`src/rtl/hough_peak_pkg.sv`:
```
// Shared Hough pipeline types: scan FSM encoding, default geometry
// and the peak-list entry carried between the peak finder and line-to-corner.
package hough_peak_pkg;

    localparam int DEF_THETA_COUNT  = 180;
    localparam int DEF_RHO_COUNT    = 256;
    localparam int DEF_THETA_BITS   = 8;
    localparam int DEF_RHO_BITS     = 8;
    localparam int DEF_ADDR_WIDTH   = 16;
    localparam int DEF_COUNT_WIDTH  = 8;
    localparam int DEF_NUM_PEAKS    = 4;
    localparam int DEF_READ_LATENCY = 2;

    typedef enum logic [1:0] {
        IDLE,
        SCAN,
        DRAIN,
        DONE
    } state_t;

    typedef struct packed {
        logic                       valid;
        logic [DEF_COUNT_WIDTH-1:0] value;
        logic [DEF_RHO_BITS-1:0]    rho;
        logic [DEF_THETA_BITS-1:0]  theta;
    } peak_entry_t;

endpackage

```
`src/rtl/peak_topk_list.sv`:
```
// Registered, always-sorted list of the strongest peak entries.
// One insertion per cycle; a strict compare keeps earlier bins ahead on ties.
module peak_topk_list
    import hough_peak_pkg::*;
#(
    parameter int NUM_PEAKS = DEF_NUM_PEAKS
) (
    input  logic                        clk,
    input  logic                        reset,
    input  logic                        clear_i,
    input  logic                        insert_i,
    input  peak_entry_t                 entry_i,
    output peak_entry_t [NUM_PEAKS-1:0] list_o
);

    peak_entry_t [NUM_PEAKS-1:0] list_q, list_d;
    peak_entry_t [NUM_PEAKS-1:0] shifted;
    logic                        seen;

    always_comb begin
        list_d  = list_q;
        seen    = 1'b0;
        shifted = {list_q[NUM_PEAKS-2:0], entry_i};
        if (clear_i) begin
            list_d = '0;
        end else if (insert_i) begin
            // slots below the insertion point move down one place
            for (int i = 0; i < NUM_PEAKS; i++) begin
                if (seen) begin
                    list_d[i] = shifted[i];
                end else if (!list_q[i].valid ||
                             (entry_i.value > list_q[i].value)) begin
                    list_d[i] = entry_i;
                    seen      = 1'b1;
                end
            end
        end
    end

    always_ff @(posedge clk) begin
        if (reset) begin
            list_q <= '0;
        end else begin
            list_q <= list_d;
        end
    end

    assign list_o = list_q;

endmodule

```
`src/rtl/hough_peak_finder.sv`:
```
// Scans the Hough accumulator once per start and reports the strongest
// bins above threshold as a sorted peak list with a done pulse.
module hough_peak_finder
    import hough_peak_pkg::*;
#(
    parameter int THETA_COUNT  = DEF_THETA_COUNT,
    parameter int RHO_COUNT    = DEF_RHO_COUNT,
    parameter int THETA_BITS   = DEF_THETA_BITS,
    parameter int RHO_BITS     = DEF_RHO_BITS,
    parameter int ADDR_WIDTH   = DEF_ADDR_WIDTH,
    parameter int COUNT_WIDTH  = DEF_COUNT_WIDTH,
    parameter int NUM_PEAKS    = DEF_NUM_PEAKS,
    parameter int READ_LATENCY = DEF_READ_LATENCY
) (
    input  logic                            clk,
    input  logic                            reset,
    input  logic                            start,
    output logic                            done,
    output logic                            busy,
    input  logic [COUNT_WIDTH-1:0]          threshold,
    output logic [ADDR_WIDTH-1:0]           mem_addr,
    input  logic [COUNT_WIDTH-1:0]          mem_data,
    output logic [NUM_PEAKS*RHO_BITS-1:0]   peak_rho,
    output logic [NUM_PEAKS*THETA_BITS-1:0] peak_theta,
    output logic [NUM_PEAKS*COUNT_WIDTH-1:0] peak_value,
    output logic [NUM_PEAKS-1:0]            peak_valid
);

    localparam int NUM_BINS = THETA_COUNT * RHO_COUNT;
    localparam int DRAIN_W  = $clog2(READ_LATENCY + 2);
    localparam int TAG_W    = 1 + RHO_BITS + THETA_BITS;

    state_t                  state_q, state_d;
    logic [COUNT_WIDTH-1:0]  thr_q, thr_d;
    logic [ADDR_WIDTH-1:0]   addr_q, addr_d;
    logic [RHO_BITS-1:0]     rho_q, rho_d;
    logic [THETA_BITS-1:0]   theta_q, theta_d;
    logic [DRAIN_W-1:0]      drain_q, drain_d;
    logic [TAG_W-1:0]        tag_q [READ_LATENCY];
    logic [TAG_W-1:0]        tag_d;
    peak_entry_t             sample_q, sample_d;
    peak_entry_t [NUM_PEAKS-1:0] list;
    logic                    clear;
    logic                    insert;

    always_comb begin
        state_d = state_q;
        thr_d   = thr_q;
        addr_d  = addr_q;
        rho_d   = rho_q;
        theta_d = theta_q;
        drain_d = drain_q;
        clear   = 1'b0;
        unique case (state_q)
            IDLE: begin
                if (start) begin
                    state_d = SCAN;
                    thr_d   = threshold;
                    addr_d  = '0;
                    rho_d   = '0;
                    theta_d = '0;
                    clear   = 1'b1;
                end
            end
            SCAN: begin
                if (rho_q == RHO_BITS'(RHO_COUNT - 1)) begin
                    rho_d   = '0;
                    theta_d = theta_q + 1'b1;
                end else begin
                    rho_d = rho_q + 1'b1;
                end
                if (addr_q == ADDR_WIDTH'(NUM_BINS - 1)) begin
                    state_d = DRAIN;
                    drain_d = '0;
                end else begin
                    addr_d = addr_q + 1'b1;
                end
            end
            DRAIN: begin
                // covers BRAM latency, the sample register and the last insert
                drain_d = drain_q + 1'b1;
                if (drain_q == DRAIN_W'(READ_LATENCY + 1)) begin
                    state_d = DONE;
                end
            end
            DONE: begin
                state_d = IDLE;
            end
            default: begin
                state_d = IDLE;
            end
        endcase
    end

    always_comb begin
        tag_d          = {state_q == SCAN, rho_q, theta_q};
        sample_d.valid = tag_q[READ_LATENCY-1][TAG_W-1];
        sample_d.value = DEF_COUNT_WIDTH'(mem_data);
        sample_d.rho   = DEF_RHO_BITS'(tag_q[READ_LATENCY-1][THETA_BITS +: RHO_BITS]);
        sample_d.theta = DEF_THETA_BITS'(tag_q[READ_LATENCY-1][THETA_BITS-1:0]);
    end

    always_ff @(posedge clk) begin
        if (reset) begin
            state_q  <= IDLE;
            thr_q    <= '0;
            addr_q   <= '0;
            rho_q    <= '0;
            theta_q  <= '0;
            drain_q  <= '0;
            sample_q <= '0;
            for (int i = 0; i < READ_LATENCY; i++) begin
                tag_q[i] <= '0;
            end
        end else begin
            state_q  <= state_d;
            thr_q    <= thr_d;
            addr_q   <= addr_d;
            rho_q    <= rho_d;
            theta_q  <= theta_d;
            drain_q  <= drain_d;
            sample_q <= sample_d;
            tag_q[0] <= tag_d;
            for (int i = 1; i < READ_LATENCY; i++) begin
                tag_q[i] <= tag_q[i-1];
            end
        end
    end

    assign insert = sample_q.valid &&
                    (sample_q.value > DEF_COUNT_WIDTH'(thr_q));

    peak_topk_list #(
        .NUM_PEAKS (NUM_PEAKS)
    ) u_list (
        .clk      (clk),
        .reset    (reset),
        .clear_i  (clear),
        .insert_i (insert),
        .entry_i  (sample_q),
        .list_o   (list)
    );

    assign done     = (state_q == DONE);
    assign busy     = (state_q == SCAN) || (state_q == DRAIN);
    assign mem_addr = addr_q;

    for (genvar i = 0; i < NUM_PEAKS; i++) begin : g_out
        assign peak_rho[i*RHO_BITS +: RHO_BITS]          = RHO_BITS'(list[i].rho);
        assign peak_theta[i*THETA_BITS +: THETA_BITS]    = THETA_BITS'(list[i].theta);
        assign peak_value[i*COUNT_WIDTH +: COUNT_WIDTH]  = COUNT_WIDTH'(list[i].value);
        assign peak_valid[i]                             = list[i].valid;
    end

endmodule

```
`config.mk`:
```
export PLATFORM = sky130hd
export DESIGN_NAME = hough_peak_finder
export DESIGN_NICKNAME = d
export VERILOG_FILES = /design/src/rtl/hough_peak_pkg.sv /design/src/rtl/peak_topk_list.sv /design/src/rtl/hough_peak_finder.sv
export SDC_FILE = /design/constraint.sdc
export NUM_CORES = 1
export LEC_CHECK = 0
export BUFFER_PORTS_ARGS = -buffer_cell sky130_fd_sc_hd__buf_4
export CAP_MARGIN = 10
export CORE_MARGIN = 2
export CORE_UTILIZATION = 40
export DETAILED_ROUTE_END_ITERATION = 12
export PLACE_DENSITY = 0.72
export SETUP_SLACK_MARGIN = 0.4
export SYNTH_ARGS = -nofsm -noshare
export SYNTH_HDL_FRONTEND = slang
export SYNTH_SLANG_ARGS = --single-unit
```
`constraint.sdc`:
```
create_clock -name clk -period 2.7 [get_ports clk]
set_input_delay 0 -clock clk [delete_from_list [all_inputs] [get_ports clk]]
set_output_delay 0 -clock clk [all_outputs]
set_load 0.01 [all_outputs]
```
==> reports/qor.csv <==
stage;metric;value;unit
outcome;outcome;complete, no violations;
global_routing;first-pass GRT wire length;35.9;mm
clock_network;CTS clk-pin slew, worst paths;0.06;ns
global_routing;number of global-route vias before repair;7152;
sta;final setup violation count;0;
power_and_ir_drop;Leak;4.85;nW
floorplanning;core area;21600;sq um
synthesis;synth warn;0;
critical_path;R2R depth;12;
clock_network;CTS buffer count;23;
detailed_routing;TritonRoute pass-1 iters;5;
power_and_ir_drop;PD cells;625;nW/um^2
synthesis;Seq cells post-synth;203;
detailed_routing;met3 wire length;1.76;mm
placement;placed cells;1360;
final_layout;Post-Layout Inst Area;12400;sq um
min_path;Hold Crit Class;in2reg;
global_routing;gr usage total;0.191;
power_and_ir_drop;Seq pwr share;0.413;
critical_path;Crit Path Max Fanout;24;
synthesis;Yosys top cell area share;0.466;
min_path;Worst Hold End;sample_q[23]$_SDFF_PP0_;
detailed_routing;WL/cell;17.5;um
floorplanning;Die Y;152;um
floorplanning;Ports;137;
power_and_ir_drop;clock power share;0.407;
detailed_routing;# DRC;0;
detailed_routing;metal2 WL;12.3;mm
power_and_ir_drop;Internal Power;0.00562;W
critical_path;CP Launch Type;flop;
floorplanning;Die ar.;23000;sq um
sta;Final Critical Period;2.60;ns
synthesis;Post-synth EDFFs;0;
global_routing;antenna violations before repair;0;
power_and_ir_drop;Final Power;0.00778;W
sta;final clock skew;0.0153;ns
clock_network;clk buf depth;3;
final_layout;Total Nets Final;1252;
critical_path;reg2reg end;u_list.list_o[85]$_SDFFE_PP0P_;
synthesis;Synth cell types;47;
detailed_routing;met1 wire length;10.5;mm
synthesis;Top FF cell, synth;dfxtp_1;
sta;max-slew violation total from the final report;0;
final_layout;Syn-to-layout area delta;42.5;%
synthesis;area leader, netlist;dfxtp_1;
global_routing;GRT overflow;0;
power_and_ir_drop;P_sw;0.00216;W
power_and_ir_drop;peak supply drop;0.454;mV
clock_network;worst skew pair latency;0.51;ns
detailed_routing;Top Layer Used;met4;
floorplanning;initial core utilization;0.404;
power_and_ir_drop;switch share;0.277;
critical_path;Worst R2R Setup Slack;0.1;ns
synthesis;syn avg cell area;8.99;sq um
run;max-cap violation count;0;
placement;Port Buffers;136;
placement;placed inst area;10200;sq um
placement;post-DP HPWL;14.5;mm
sta;Max Clk Rate;384;MHz
synthesis;post-synthesis cell count;971;
critical_path;CP arrival;2.99;ns
final_layout;Non-Filler Instances;1479;
floorplanning;num rows;54;
final_layout;layout cell share with drive strength beyond 1;0.305;
sta;RSZ-0062 raised after global routing;yes;
detailed_routing;DR vias;7891;
final_layout;antenna cells;0;
clock_network;H-tree depth;1;
synthesis;Async SR Flop Fraction;0;
placement;GP Congestion;0.841;
synthesis;syn_nets;1039;
critical_path;FF-to-FF Start;u_list.list_o[48]$_SDFFE_PP0P_;
sta;worst rel slew slack;0.553;
synthesis;post-synthesis sequential area ratio;0.466;
min_path;hold depth;3;
global_routing;largest net degree at the start of global routing;64;
min_path;Hold Crit Start;mem_data[7];
sta;total negative setup slack;0;ns
sta;Fin. Hold Viols;0;
critical_path;Worst setup EP type;flop;
power_and_ir_drop;Logic pwr share;0.180;
clock_network;CTS tree;done;
detailed_routing;routed vias/inst;5.34;
clock_network;clk root buf;clkbuf_16;
floorplanning;die width;152;um
detailed_routing;initial DRC count;423;
critical_path;Critical Path RT;3.09;ns
synthesis;top cells by area, synth;dfxtp_1 (47%), ha_1 (7.0%), mux2i_1 (5.7%);
detailed_routing;Post-Route WL;25.9;mm
synthesis;mapped cell area;8730;sq um
critical_path;WS Path Type;reg2reg;
sta;Final Cycle Share;0.965;
detailed_routing;post-route ant nets;0;
sta;Slew @ Worst Pin;0.670;ns
clock_network;clock sink count;203;
## cell usage after synthesis (all sizes together) (29+ instances only)
cell type / number
ha: 49
o21ai: 62
clkbuf: 40
dfxtp: 203
nor2: 66
nor3: 55
a211oi: 29
a21oi: 82
nand2: 85
mux2i: 50
nor2b: 65
inv: 42
## timing repair
action | CTS | global route
setup buffers | 14 | 14
hold endpoints to repair | 20 | 0
hold buffers | 32 | 0
resized for setup | 58 | 109
gates cloned | 5 | 14
endpoints found under the setup margin | 107 | 107
pin swaps | 11 | 22
## registers in the layout, summed over array words and instances (netlist names)
name,count
mem_addr,16
thr_q,8
tag_q,34
rho_q,8
u_list.list_o,100
drain_q,2
theta_q,8
state_q,2
sample_q,25
## kinds of logic after synthesis
kind of cell	count (synthesis)	synth area share
AND/OR/NAND/NOR	352	0.207
flip-flops	203	0.466
buffers and inverters	101	0.0472
adder cells (fa/ha/maj)	49	0.0702
XOR/XNOR	24	0.0241
multiplexers	51	0.0586
AO/OA/AOI/OAI	191	0.128
## how the worst max path moves through the flow
stage / startpoint / end / slack, ns
CTS: u_list.list_o[17]$_SDFFE_PP0P_ / u_list.list_o[35]$_SDFFE_PP0P_ / 0.37
global placement: sample_q[16]$_SDFF_PP0_ / u_list.list_o[77]$_SDFFE_PP0P_ / 0.16
global route: u_list.list_o[47]$_SDFFE_PP0P_ / u_list.list_o[85]$_SDFFE_PP0P_ / 0.02
floorplan: sample_q[17]$_SDFF_PP0_ / u_list.list_o[75]$_SDFFE_PP0P_ / 0.46
finish: u_list.list_o[48]$_SDFFE_PP0P_ / u_list.list_o[85]$_SDFFE_PP0P_ / 0.1
detailed placement: sample_q[16]$_SDFF_PP0_ / u_list.list_o[92]$_SDFFE_PP0P_ / 0.07
## stage by stage
stage                     hold WS, ns  worst slack (ns)   util
after floorplan                 0.128             0.460      -
after global placement          0.219             0.165  0.471
after detailed placement        0.218            0.0704  0.471
after CTS                       0.267             0.375  0.541
after global routing            0.299            0.0180  0.575
final                           0.292            0.0955  0.575
## metal layers
layer,up-vias,track usage
met1,3682,0.256
met2,320,0.316
met3,91,0.0308
li1,3798,-
met5,-,0
met4,0,0.0597
## cells in the final DEF (no fill, tap or decap), types with 6 or more instances in the layout
| cell | count |
|---|---|
| buf_6 | 13 |
| ha_1 | 43 |
| buf_4 | 178 |
| xor2_1 | 17 |
| nand2_1 | 84 |
| clkbuf_1 | 7 |
| a21oi_2 | 9 |
| a21oi_1 | 72 |
| dfxtp_2 | 14 |
| mux2i_1 | 50 |
| nor2_1 | 60 |
| o21ai_0 | 37 |
| nor3b_2 | 18 |
| o21ai_2 | 9 |
| a211oi_2 | 22 |
| a211oi_1 | 6 |
| nand4_1 | 19 |
| dfxtp_1 | 183 |
| clkbuf_16 | 29 |
| o21ai_1 | 16 |
| nor3_2 | 6 |
| nand3_1 | 15 |
| dfxtp_4 | 6 |
| nor3_1 | 48 |
| xnor2_1 | 7 |
| nor2b_1 | 64 |
| buf_12 | 9 |
| dlygate4sd3_1 | 32 |
| inv_1 | 39 |
| nor3b_1 | 7 |
## power groups by stage
stage | clock network (W) | logic [W] | registers, W
after floorplan | 0 | 0.000730 | 0.00327
after global placement | 0 | 0.00110 | 0.00327
after detailed placement | 0 | 0.00113 | 0.00327
after CTS | 0.00320 | 0.00124 | 0.00321
after global routing | 0.00334 | 0.00154 | 0.00323
final | 0.00316 | 0.00140 | 0.00321
## critical path, cell delays in order, from the launching register on
cell      delay (ns)
dfxtp_2         0.36
inv_2           0.06
ha_4            0.26
nand4_1         0.21
nor2_2          0.23
buf_4           0.15
a211oi_4        0.04
nor3b_2         0.21
buf_4           0.16
and3_4          0.25
buf_12          0.17
nor3b_1         0.30
nor3_1          0.09
## cell type report
class | instances | area, sq um
multi-input cells | 667 | 4740
clock inverters | 7 | 120
fillers | 1796 | 9180
well taps | 280 | 350
inverters | 42 | 158
clock buffers | 33 | 643
repair buffers | 247 | 2320
flip-flops and latches | 203 | 4100
(Power assumes the default switching activity.)
